$ cat src/rtl/duty_button_conditioner_pkg.sv
// ----------------------------------------------------------------------------
// duty_btn_pkg
// Shared types and default constants for the duty-control button conditioner.
//   btn_state_t  : per-button debounce FSM state
//   DEF_*        : default parameter values used by the top and the debouncer
//   max3()       : elaboration-time helper for sizing the shared counter
// ----------------------------------------------------------------------------
package duty_btn_pkg;

   typedef enum logic [1:0] {
      IDLE      = 2'd0,
      ARMING    = 2'd1,
      PRESSED   = 2'd2,
      RELEASING = 2'd3
   } btn_state_t;

   localparam int DEF_SYNC_STAGES     = 2;
   localparam int DEF_DEBOUNCE_CYCLES = 4;
   localparam int DEF_REPEAT_DELAY    = 50;
   localparam int DEF_REPEAT_PERIOD   = 20;

   function automatic int max3(input int a, input int b, input int c);
      int m;
      m = a;
      if (b > m) m = b;
      if (c > m) m = c;
      return m;
   endfunction

endpackage

$ cat src/rtl/duty_button_conditioner_debounce.sv
// ----------------------------------------------------------------------------
// button_debounce
// One button channel: synchroniser chain, debounce FSM with a shared
// up/down counter, and (with DUTY_BTN_AUTOREPEAT_EN) an auto-repeat timer.
//
// Ports
//   clk          : system clock, rising edge
//   rst          : synchronous reset, active high
//   i_raw        : raw asynchronous button level
//   o_press_req  : registered one-cycle request for a step pulse
//   o_held       : debounced button level (PRESSED or RELEASING)
//
// Optional feature macro: DUTY_BTN_AUTOREPEAT_EN
//
// state     | meaning
// ----------+-------------------------------------------------------------
// IDLE      | button released; first synchronised high starts arming
// ARMING    | counting consecutive highs; any low aborts back to IDLE
// PRESSED   | press accepted; counter is the repeat timer when enabled
// RELEASING | counting consecutive lows; any high returns to PRESSED
// ----------------------------------------------------------------------------
module button_debounce
   import duty_btn_pkg::*;
#(
   parameter int SYNC_STAGES     = DEF_SYNC_STAGES,
   parameter int DEBOUNCE_CYCLES = DEF_DEBOUNCE_CYCLES,
   parameter int REPEAT_DELAY    = DEF_REPEAT_DELAY,
   parameter int REPEAT_PERIOD   = DEF_REPEAT_PERIOD
) (
   input  logic clk,
   input  logic rst,
   input  logic i_raw,
   output logic o_press_req,
   output logic o_held
);

   localparam int CNT_MAX = max3(DEBOUNCE_CYCLES, REPEAT_DELAY, REPEAT_PERIOD);
   localparam int CNT_W   = $clog2(CNT_MAX + 1);

   localparam logic [CNT_W-1:0] CNT_ZERO = '0;
   localparam logic [CNT_W-1:0] CNT_ONE  = CNT_W'(1);
   // The sample that moves IDLE->ARMING or PRESSED->RELEASING already
   // counts as the first one, so the terminal value is DEBOUNCE_CYCLES-1.
   localparam logic [CNT_W-1:0] DB_LAST  = CNT_W'(DEBOUNCE_CYCLES - 1);

`ifdef DUTY_BTN_AUTOREPEAT_EN
   // Repeat timer counts down in PRESSED and fires on reaching zero, so
   // loading N-1 gives a pulse exactly N cycles after the previous one.
   localparam logic [CNT_W-1:0] RPT_FIRST = CNT_W'(REPEAT_DELAY - 1);
   localparam logic [CNT_W-1:0] RPT_NEXT  = CNT_W'(REPEAT_PERIOD - 1);
`else
   localparam logic [CNT_W-1:0] RPT_FIRST = CNT_ZERO;
`endif

   logic [SYNC_STAGES-1:0] r_sync;
   btn_state_t             r_state;
   logic [CNT_W-1:0]       r_cnt;
   logic                   r_press_req;
   logic                   w_sync;

   assign w_sync      = r_sync[SYNC_STAGES-1];
   assign o_press_req = r_press_req;
   assign o_held      = (r_state == PRESSED) || (r_state == RELEASING);

   always_ff @(posedge clk) begin
      if (rst) begin
         r_sync      <= '0;
         r_state     <= IDLE;
         r_cnt       <= CNT_ZERO;
         r_press_req <= 1'b0;
      end else begin
         r_sync      <= {r_sync[SYNC_STAGES-2:0], i_raw};
         r_press_req <= 1'b0;

         case (r_state)
            IDLE: begin
               if (w_sync) begin
                  if (DEBOUNCE_CYCLES == 1) begin
                     r_state     <= PRESSED;
                     r_press_req <= 1'b1;
                     r_cnt       <= RPT_FIRST;
                  end else begin
                     r_state <= ARMING;
                     r_cnt   <= CNT_ONE;
                  end
               end else begin
                  r_cnt <= CNT_ZERO;
               end
            end

            ARMING: begin
               if (!w_sync) begin
                  r_state <= IDLE;
                  r_cnt   <= CNT_ZERO;
               end else if (r_cnt == DB_LAST) begin
                  r_state     <= PRESSED;
                  r_press_req <= 1'b1;
                  r_cnt       <= RPT_FIRST;
               end else begin
                  r_cnt <= r_cnt + CNT_ONE;
               end
            end

            PRESSED: begin
               if (!w_sync) begin
                  // Leaving PRESSED reloads the counter for release
                  // qualification, which also cancels any repeat timing.
                  if (DEBOUNCE_CYCLES == 1) begin
                     r_state <= IDLE;
                     r_cnt   <= CNT_ZERO;
                  end else begin
                     r_state <= RELEASING;
                     r_cnt   <= CNT_ONE;
                  end
               end else begin
`ifdef DUTY_BTN_AUTOREPEAT_EN
                  if (r_cnt == CNT_ZERO) begin
                     r_press_req <= 1'b1;
                     r_cnt       <= RPT_NEXT;
                  end else begin
                     r_cnt <= r_cnt - CNT_ONE;
                  end
`else
                  r_cnt <= CNT_ZERO;
`endif
               end
            end

            RELEASING: begin
               if (w_sync) begin
                  // Release bounce: back to PRESSED, no new pulse, full
                  // repeat delay restarts.
                  r_state <= PRESSED;
                  r_cnt   <= RPT_FIRST;
               end else if (r_cnt == DB_LAST) begin
                  r_state <= IDLE;
                  r_cnt   <= CNT_ZERO;
               end else begin
                  r_cnt <= r_cnt + CNT_ONE;
               end
            end

            default: begin
               r_state <= IDLE;
               r_cnt   <= CNT_ZERO;
            end
         endcase
      end
   end

endmodule

$ cat src/rtl/duty_button_conditioner.sv
// ----------------------------------------------------------------------------
// duty_button_conditioner
// Input stage for the PWM generator: conditions the raw increase/decrease
// duty buttons into single-cycle step pulses plus debounced held levels.
//
// Ports
//   clk               : system clock, rising edge
//   rst               : synchronous reset, active high
//   ui_increase_duty  : raw asynchronous increase button
//   ui_decrease_duty  : raw asynchronous decrease button
//   uo_inc_pulse      : one-cycle increase step
//   uo_dec_pulse      : one-cycle decrease step
//   uo_inc_held       : debounced increase button level
//   uo_dec_held       : debounced decrease button level
//
// Optional feature macro: DUTY_BTN_AUTOREPEAT_EN (auto-repeat while held)
// ----------------------------------------------------------------------------
module duty_button_conditioner
   import duty_btn_pkg::*;
#(
   parameter int SYNC_STAGES     = DEF_SYNC_STAGES,
   parameter int DEBOUNCE_CYCLES = DEF_DEBOUNCE_CYCLES,
   parameter int REPEAT_DELAY    = DEF_REPEAT_DELAY,
   parameter int REPEAT_PERIOD   = DEF_REPEAT_PERIOD
) (
   input  logic clk,
   input  logic rst,
   input  logic ui_increase_duty,
   input  logic ui_decrease_duty,
   output logic uo_inc_pulse,
   output logic uo_dec_pulse,
   output logic uo_inc_held,
   output logic uo_dec_held
);

   logic w_inc_req;
   logic w_dec_req;
   logic w_inc_held;
   logic w_dec_held;

   button_debounce #(
      .SYNC_STAGES     (SYNC_STAGES),
      .DEBOUNCE_CYCLES (DEBOUNCE_CYCLES),
      .REPEAT_DELAY    (REPEAT_DELAY),
      .REPEAT_PERIOD   (REPEAT_PERIOD)
   ) u_inc (
      .clk         (clk),
      .rst         (rst),
      .i_raw       (ui_increase_duty),
      .o_press_req (w_inc_req),
      .o_held      (w_inc_held)
   );

   button_debounce #(
      .SYNC_STAGES     (SYNC_STAGES),
      .DEBOUNCE_CYCLES (DEBOUNCE_CYCLES),
      .REPEAT_DELAY    (REPEAT_DELAY),
      .REPEAT_PERIOD   (REPEAT_PERIOD)
   ) u_dec (
      .clk         (clk),
      .rst         (rst),
      .i_raw       (ui_decrease_duty),
      .o_press_req (w_dec_req),
      .o_held      (w_dec_held)
   );

   // Simultaneous requests cancel each other so the PWM never sees a
   // conflicting inc+dec step. The own-channel feedback term guarantees a
   // pulse is never two cycles wide even with a one-cycle repeat period.
   always_ff @(posedge clk) begin
      if (rst) begin
         uo_inc_pulse <= 1'b0;
         uo_dec_pulse <= 1'b0;
         uo_inc_held  <= 1'b0;
         uo_dec_held  <= 1'b0;
      end else begin
         uo_inc_pulse <= w_inc_req & ~w_dec_req & ~uo_inc_pulse;
         uo_dec_pulse <= w_dec_req & ~w_inc_req & ~uo_dec_pulse;
         uo_inc_held  <= w_inc_held;
         uo_dec_held  <= w_dec_held;
      end
   end

endmodule

$ cat config.mk
export PLATFORM = sky130hd
export DESIGN_NAME = duty_button_conditioner
export DESIGN_NICKNAME = d
export VERILOG_FILES = /design/src/rtl/duty_button_conditioner_pkg.sv /design/src/rtl/duty_button_conditioner_debounce.sv /design/src/rtl/duty_button_conditioner.sv
export SDC_FILE = /design/constraint.sdc
export NUM_CORES = 1
export LEC_CHECK = 0
export ABC_AREA = 1
export CELL_PAD_IN_SITES_DETAIL_PLACEMENT = 1
export CELL_PAD_IN_SITES_GLOBAL_PLACEMENT = 1
export CORE_AREA = 2 2 54 56
export CTS_CLUSTER_SIZE = 25
export DETAILED_ROUTE_END_ITERATION = 16
export DIE_AREA = 0 0 56 58
export GPL_TIMING_DRIVEN = 0
export PLACE_DENSITY_LB_ADDON = 0.05
export SYNTH_ARGS = -nofsm -noshare
export SYNTH_HDL_FRONTEND = slang
export SYNTH_HIERARCHICAL = 1
export SYNTH_SLANG_ARGS = --single-unit
$ cat constraint.sdc
create_clock -name clk -period 1.3 [get_ports clk]
set_input_delay 0.13 -clock clk [delete_from_list [all_inputs] [get_ports clk]]
set_output_delay 0.13 -clock clk [all_outputs]
set_load 0.01 [all_outputs]
## Yosys cells after proc, flatten, opt, wreduce, memory -nomap -nowiden

Cells that the tools add are included.

| storage, ports and cells | value |
|---|---|
| RAM bits | 0 |
| register bits | 26 |
| memories | 0 |
| output and inout bits | 4 |
| logic and storage cells | 78 |
| bits in latches | 0 |
| ROM bits | 0 |
| bits of input ports | 4 |

| cells by class | value |
|---|---|
| shifts and indexed selects | 0 |
| bitwise logic cells | 12 |
| multiply operators | 0 |
| reductions and logical operators | 8 |
| add/subtract/negate cells | 2 |
| order comparisons | 0 |
| equality and inequality tests | 16 |
| muxes and demuxes | 28 |
| div/mod/pow operators | 0 |

Operator list:

| kind | count |
|---|---|
| 6-bit case mux with 4 select lines | 2 |
| 6-bit two-way mux | 6 |
| 2-bit two-way mux | 12 |
| 2-bit case mux with 4 select lines | 2 |
| 6-bit by 1-bit adder with 6-bit output (second input constant) | 2 |
| 6-bit by 2-bit equality test with 1-bit output (second input constant) | 2 |
| 2-bit equality test (second input constant) | 4 |
| 1-bit inverter | 8 |
| 4-bit AND reduction | 2 |
| 1-bit two-way mux | 6 |
| 3-bit by 2-bit != test with 1-bit output (second input constant) | 2 |
| 3-bit != test (second input constant) | 2 |
| 3-bit OR reduction | 2 |
| 1-bit AND | 4 |
| 2-bit by 1-bit equality test with 1-bit output (second input constant) | 2 |
| 2-bit zero test | 2 |
| 2-bit by 1-bit != test with 1-bit output (second input constant) | 2 |
| 2-bit != test (second input constant) | 2 |
| 1-bit logical OR | 2 |

## Depth between registers and ports, before layout

| depth | value |
|---|---|
| word-level depth | 4 |
| gate-level depth with buffers | 7 |
| mapped depth without buffers | 7 |

## Cells and area by module

Netlist, hierarchy kept.

By module, submodules not included:

| module | sequential area each (um2) | times used | area each (um2) | cells an instance |
|---|---|---|---|---|
| button_debounce (u_inc) | 220.2 | 1 | 455.4 | 58 |
| button_debounce (u_dec) | 220.2 | 1 | 449.2 | 56 |
| duty_button_conditioner | 80.1 | 1 | 141.4 | 19 |

## Worst setup path before layout

No wires, ideal clock.

| path | value |
|---|---|
| path kind | reg2reg |
| start | register u_inc.r_cnt[0] |
| end | register (tool-made name) |
| clock period less this slack | 1.078 ns |
| stages on the path, launching flop included | 7 |
| library setup time | 0.113 ns |
| path slack | 0.222 ns |
| arrival | 0.965 ns |
| data required time | 1.187 ns |
| path buffers | 0 |
| cell sequence | dfxtp_1 ha_1 inv_1 nor2_2 nand4_2 nor2_1 nor2_1 |

RTL lines:

| element | RTL line | text |
|---|---|---|
| from (decl) | duty_button_conditioner_debounce.sv:57 | `logic [CNT_W-1:0] r_cnt;` |
| from (signal assigned) | duty_button_conditioner_debounce.sv:100 | `r_cnt <= r_cnt + CNT_ONE;` |
| from (signal assigned) | duty_button_conditioner_debounce.sv:139 | `r_cnt <= r_cnt + CNT_ONE;` |

## Worst setup path after layout

| path | value |
|---|---|
| start | register u_inc.r_cnt[0] |
| end | register u_inc.r_cnt[4] |

| between the ends | value |
|---|---|
| cells in the longest elaborated chain, start to end | 4 |
| elaborated cells between the ends (all ways) | 6 |
| classes of those cells | add/sub (1); eq/ne (1); mux (4) |

Ends and longest elaborated chain:

| element | RTL line | text |
|---|---|---|
| 6-bit by 1-bit adder with 6-bit output or 6-bit by 2-bit equality test with 1-bit output (tied branches) | -- |  |
| 6-bit two-way mux (*) | duty_button_conditioner_debounce.sv:95, duty_button_conditioner_debounce.sv:135 |  |
| 6-bit two-way mux, on equally long branches | duty_button_conditioner_debounce.sv:130, duty_button_conditioner_debounce.sv:92 |  |
| 6-bit case mux with 4 select lines (*) | duty_button_conditioner_debounce.sv:75 | `case (r_state)` |

Mark *: on every way between the ends. The rest lies on a longest branch, timed or not.
A chain may end at the register's enable or synchronous reset.

==> summary.txt <==
Status - complete, no violations
Initial core utilization - 39.3%
DR DRC count - 0
Vias in the first global route - 808
Worst EP required - 1.56 ns
Ports - 8
Final count of hold timing violations - 0
# clock sinks - 26
Row cnt - 19
Design area - 1220 um2
DIE AREA - 3250 um2
Cells after Synth - 133
Cells along the critical path - ha_2 -> inv_1 -> nor2_2 -> nand3_1 -> nand4_1 -> nor2_1
Reg2Reg Capture Point - u_inc/r_cnt[4]
Clock buffer depth - 2
Die X - 56 um
Startpoint types - flop
Vias per cell - 4.55
Share of layout cells above drive strength 1 - 15.9%
Slew Limit Fails - 0
Peak VDD IR - 546 uV
Crit. End Element - flop
Max Fclk - 856 MHz
Initial antenna violation count - 0
Syn avg cell area - 7.86 um2
Worst Hold End - u_inc/r_sync[0]
Finished Layout Cells - 176
#FFs+latches synth - 26
Crit share post-route - 89.9%
Critical path type - flop to flop
Core box area - 2660 um2
Slew @ Worst Pin - 0.311 ns
CP max stage delay - 0.37 ns
Largest net degree at the start of global routing - 16
DR iter-0 viols - 7
RSZ-0062 raised after global routing - false
Syn-to-layout area delta - 17.0%
Yosys cell types - 16
Pre-CTS WS - -0.0739 ns
Worst Skew - 0.00447 ns
GRT Total Usage - 12.2%
Number of hold buffers added after cts - 0
Ranking of synthesized cells by area - dfxtp_1, nor2_1, inv_1
Fin worst setup slack - 0.132 ns
HP Start - ui_increase_duty
Reg2reg path depth - 6
RR Startpoint - u_inc/r_cnt[0]
Die height - 58 um
First-pass GRT wire length - 3.13 mm
Sequential fraction of the synthesis area - 49.8%
Placed Instances - 171
Max Cap Viol - 0
DP Area - 1150 um2
Slowest CP cell - dfxtp_4
Leakage - 0.540 nW
Wire per inst - 10.1 um
CTS tree - built
Worst hold path type - input port to flop
Nets - 152
Routed WL - 1.78 mm
Hold path depth - 3
RD Place Congestion - 0.707
FF-to-FF setup slack - 0.13 ns
Crit Path Max Fanout - 4
Synth Cell Area - 1050 um2
Cell taking the most area after synthesis - dfxtp_1
Worst EP arrival - 1.42 ns
Syn. warnings - 6
# setup viols final - 0
CTS Buf Count - 3
Slew headroom - 79.2%
Aggregate negative setup slack - 0 ns
Root Driver - clkbuf_4
Clock transition at path regs - 0.14 ns
Total grt overflow - 0
ANT cells - 0
Clock period minus final worst setup slack - 1.17 ns
TritonRoute pass-1 iters - 2
Vias - 800
ANT nets after route - 0
Yosys top cell area share - 49.8%
Syn_nets - 139
Port-buffer cells - 7
CTS H-Tree Depth - 1
Clock Latency Late Sink - 0.31 ns
DP HPWL - 1.41 mm
Pwr Density - 1140 nW/um2
-- Yosys cell counts (all sizes together) --
master	count
nand4	4
nand2	25
xor2	6
inv	24
nor3	1
nor2	32
clkbuf	2
xnor2	2
dfxtp	26
a21oi	1
ha	2
nand3	8
-- state kept, by name, summed over array words and instances (netlist names), named ones only --
name and flops:
u_inc/r_state 1, u_dec/r_sync 2, u_inc/o_press_req 1, uo_inc_pulse 1, u_inc/r_cnt 6, uo_dec_pulse 1
uo_inc_held 1, u_inc/r_sync 2, u_dec/o_press_req 1, u_dec/r_state 1, u_dec/r_cnt 6, uo_dec_held 1
-- what timing repair did --
action | in CTS | in global routing
resized for setup | 4 | 7
endpoints found under the hold margin | 0 | 0
buffers inserted | 0 | 1
setup endpoints to repair | 4 | 11
pin swaps | 0 | 1
-- area by class of cell --
type	count	area [um2]
fillers	331	1440
flip-flops and latches	26	529
multi-input cells	81	433
inverters	24	90.1
repair buffers	8	72.6
well taps	31	38.8
clock inverters	1	30.0
clock buffers	3	22.5
plain buffers	2	7.51
-- critical path, delay by kind of cell (launching register included) --
family / cells / cell delay, ns
adders and majority gates: 1 / 0.20
buffers and inverters: 1 / 0.07
DFF: 1 / 0.37
and+or+nand+nor: 4 / 0.48
-- metal layers --
metal / part of all wire, % / GRT usage, % / vias up
met4: 1.1 / 5.10 / 0
met5: 0 / 0 / -
met1: 42 / 12.6 / 375
li1: - / - / 419
met3: 2.1 / 2.01 / 2
met2: 55 / 24.4 / 4
-- layout by cell type (no fill, tap or decap), types with 4 or more instances in the layout --
master,synthesis,final
dfxtp_1,26,23
dlygate4sd2_1,0,4
inv_1,23,23
nand2_1,23,23
nand3_1,8,8
nor2_1,26,26
nor2_2,6,6
xor2_1,6,6
-- per-stage QoR --
step | hold slack [ns] | power (mW) | utilization [%]
CTS | 0.294 | 1.43 | 45.2
global route | 0.317 | 1.45 | 46.0
detailed placement | 0.402 | 0.864 | 43.4
finish | 0.308 | 1.39 | 46.0
global placement | 0.390 | 0.863 | 43.4
floorplan | 0.201 | 0.846 | -
-- kinds of logic (layout without fill, tap and decap cells) --
kind of cell	count (synthesis)	in the layout	synth area share [%]
AO/OA/AOI/OAI	1	1	0.478
flip-flops	26	26	49.8
XOR/XNOR	8	8	6.70
adder cells (fa/ha/maj)	2	2	2.39
buffers and inverters	26	38	9.33
AND/OR/NAND/NOR	70	70	31.3
-- power by group --
| group | switching, mW | internal, mW | leakage [nW] | total, mW |
|---|---|---|---|---|
| clock | 0.238 | 0.312 | 0.0279 | 0.550 |
| sequential | 0.00668 | 0.803 | 0.213 | 0.810 |
| combinational | 0.0187 | 0.0158 | 0.299 | 0.0345 |
-- worst max path at each step --
stage / end / slack [ns] / start / cells past startpoint
floorplan: flop / 0.22 / u_inc/r_cnt[0] / 6
global placement: u_inc/r_cnt[5] / -0.05 / rst / 4
detailed placement: u_inc/r_cnt[4] / -0.07 / rst / 4
CTS: flop / 0.02 / u_dec/r_cnt[0] / 6
global route: u_inc/r_cnt[4] / 0.01 / u_inc/r_cnt[0] / 6
finish: u_inc/r_cnt[4] / 0.13 / u_inc/r_cnt[0] / 6
Power figures use the tool's default switching activity.
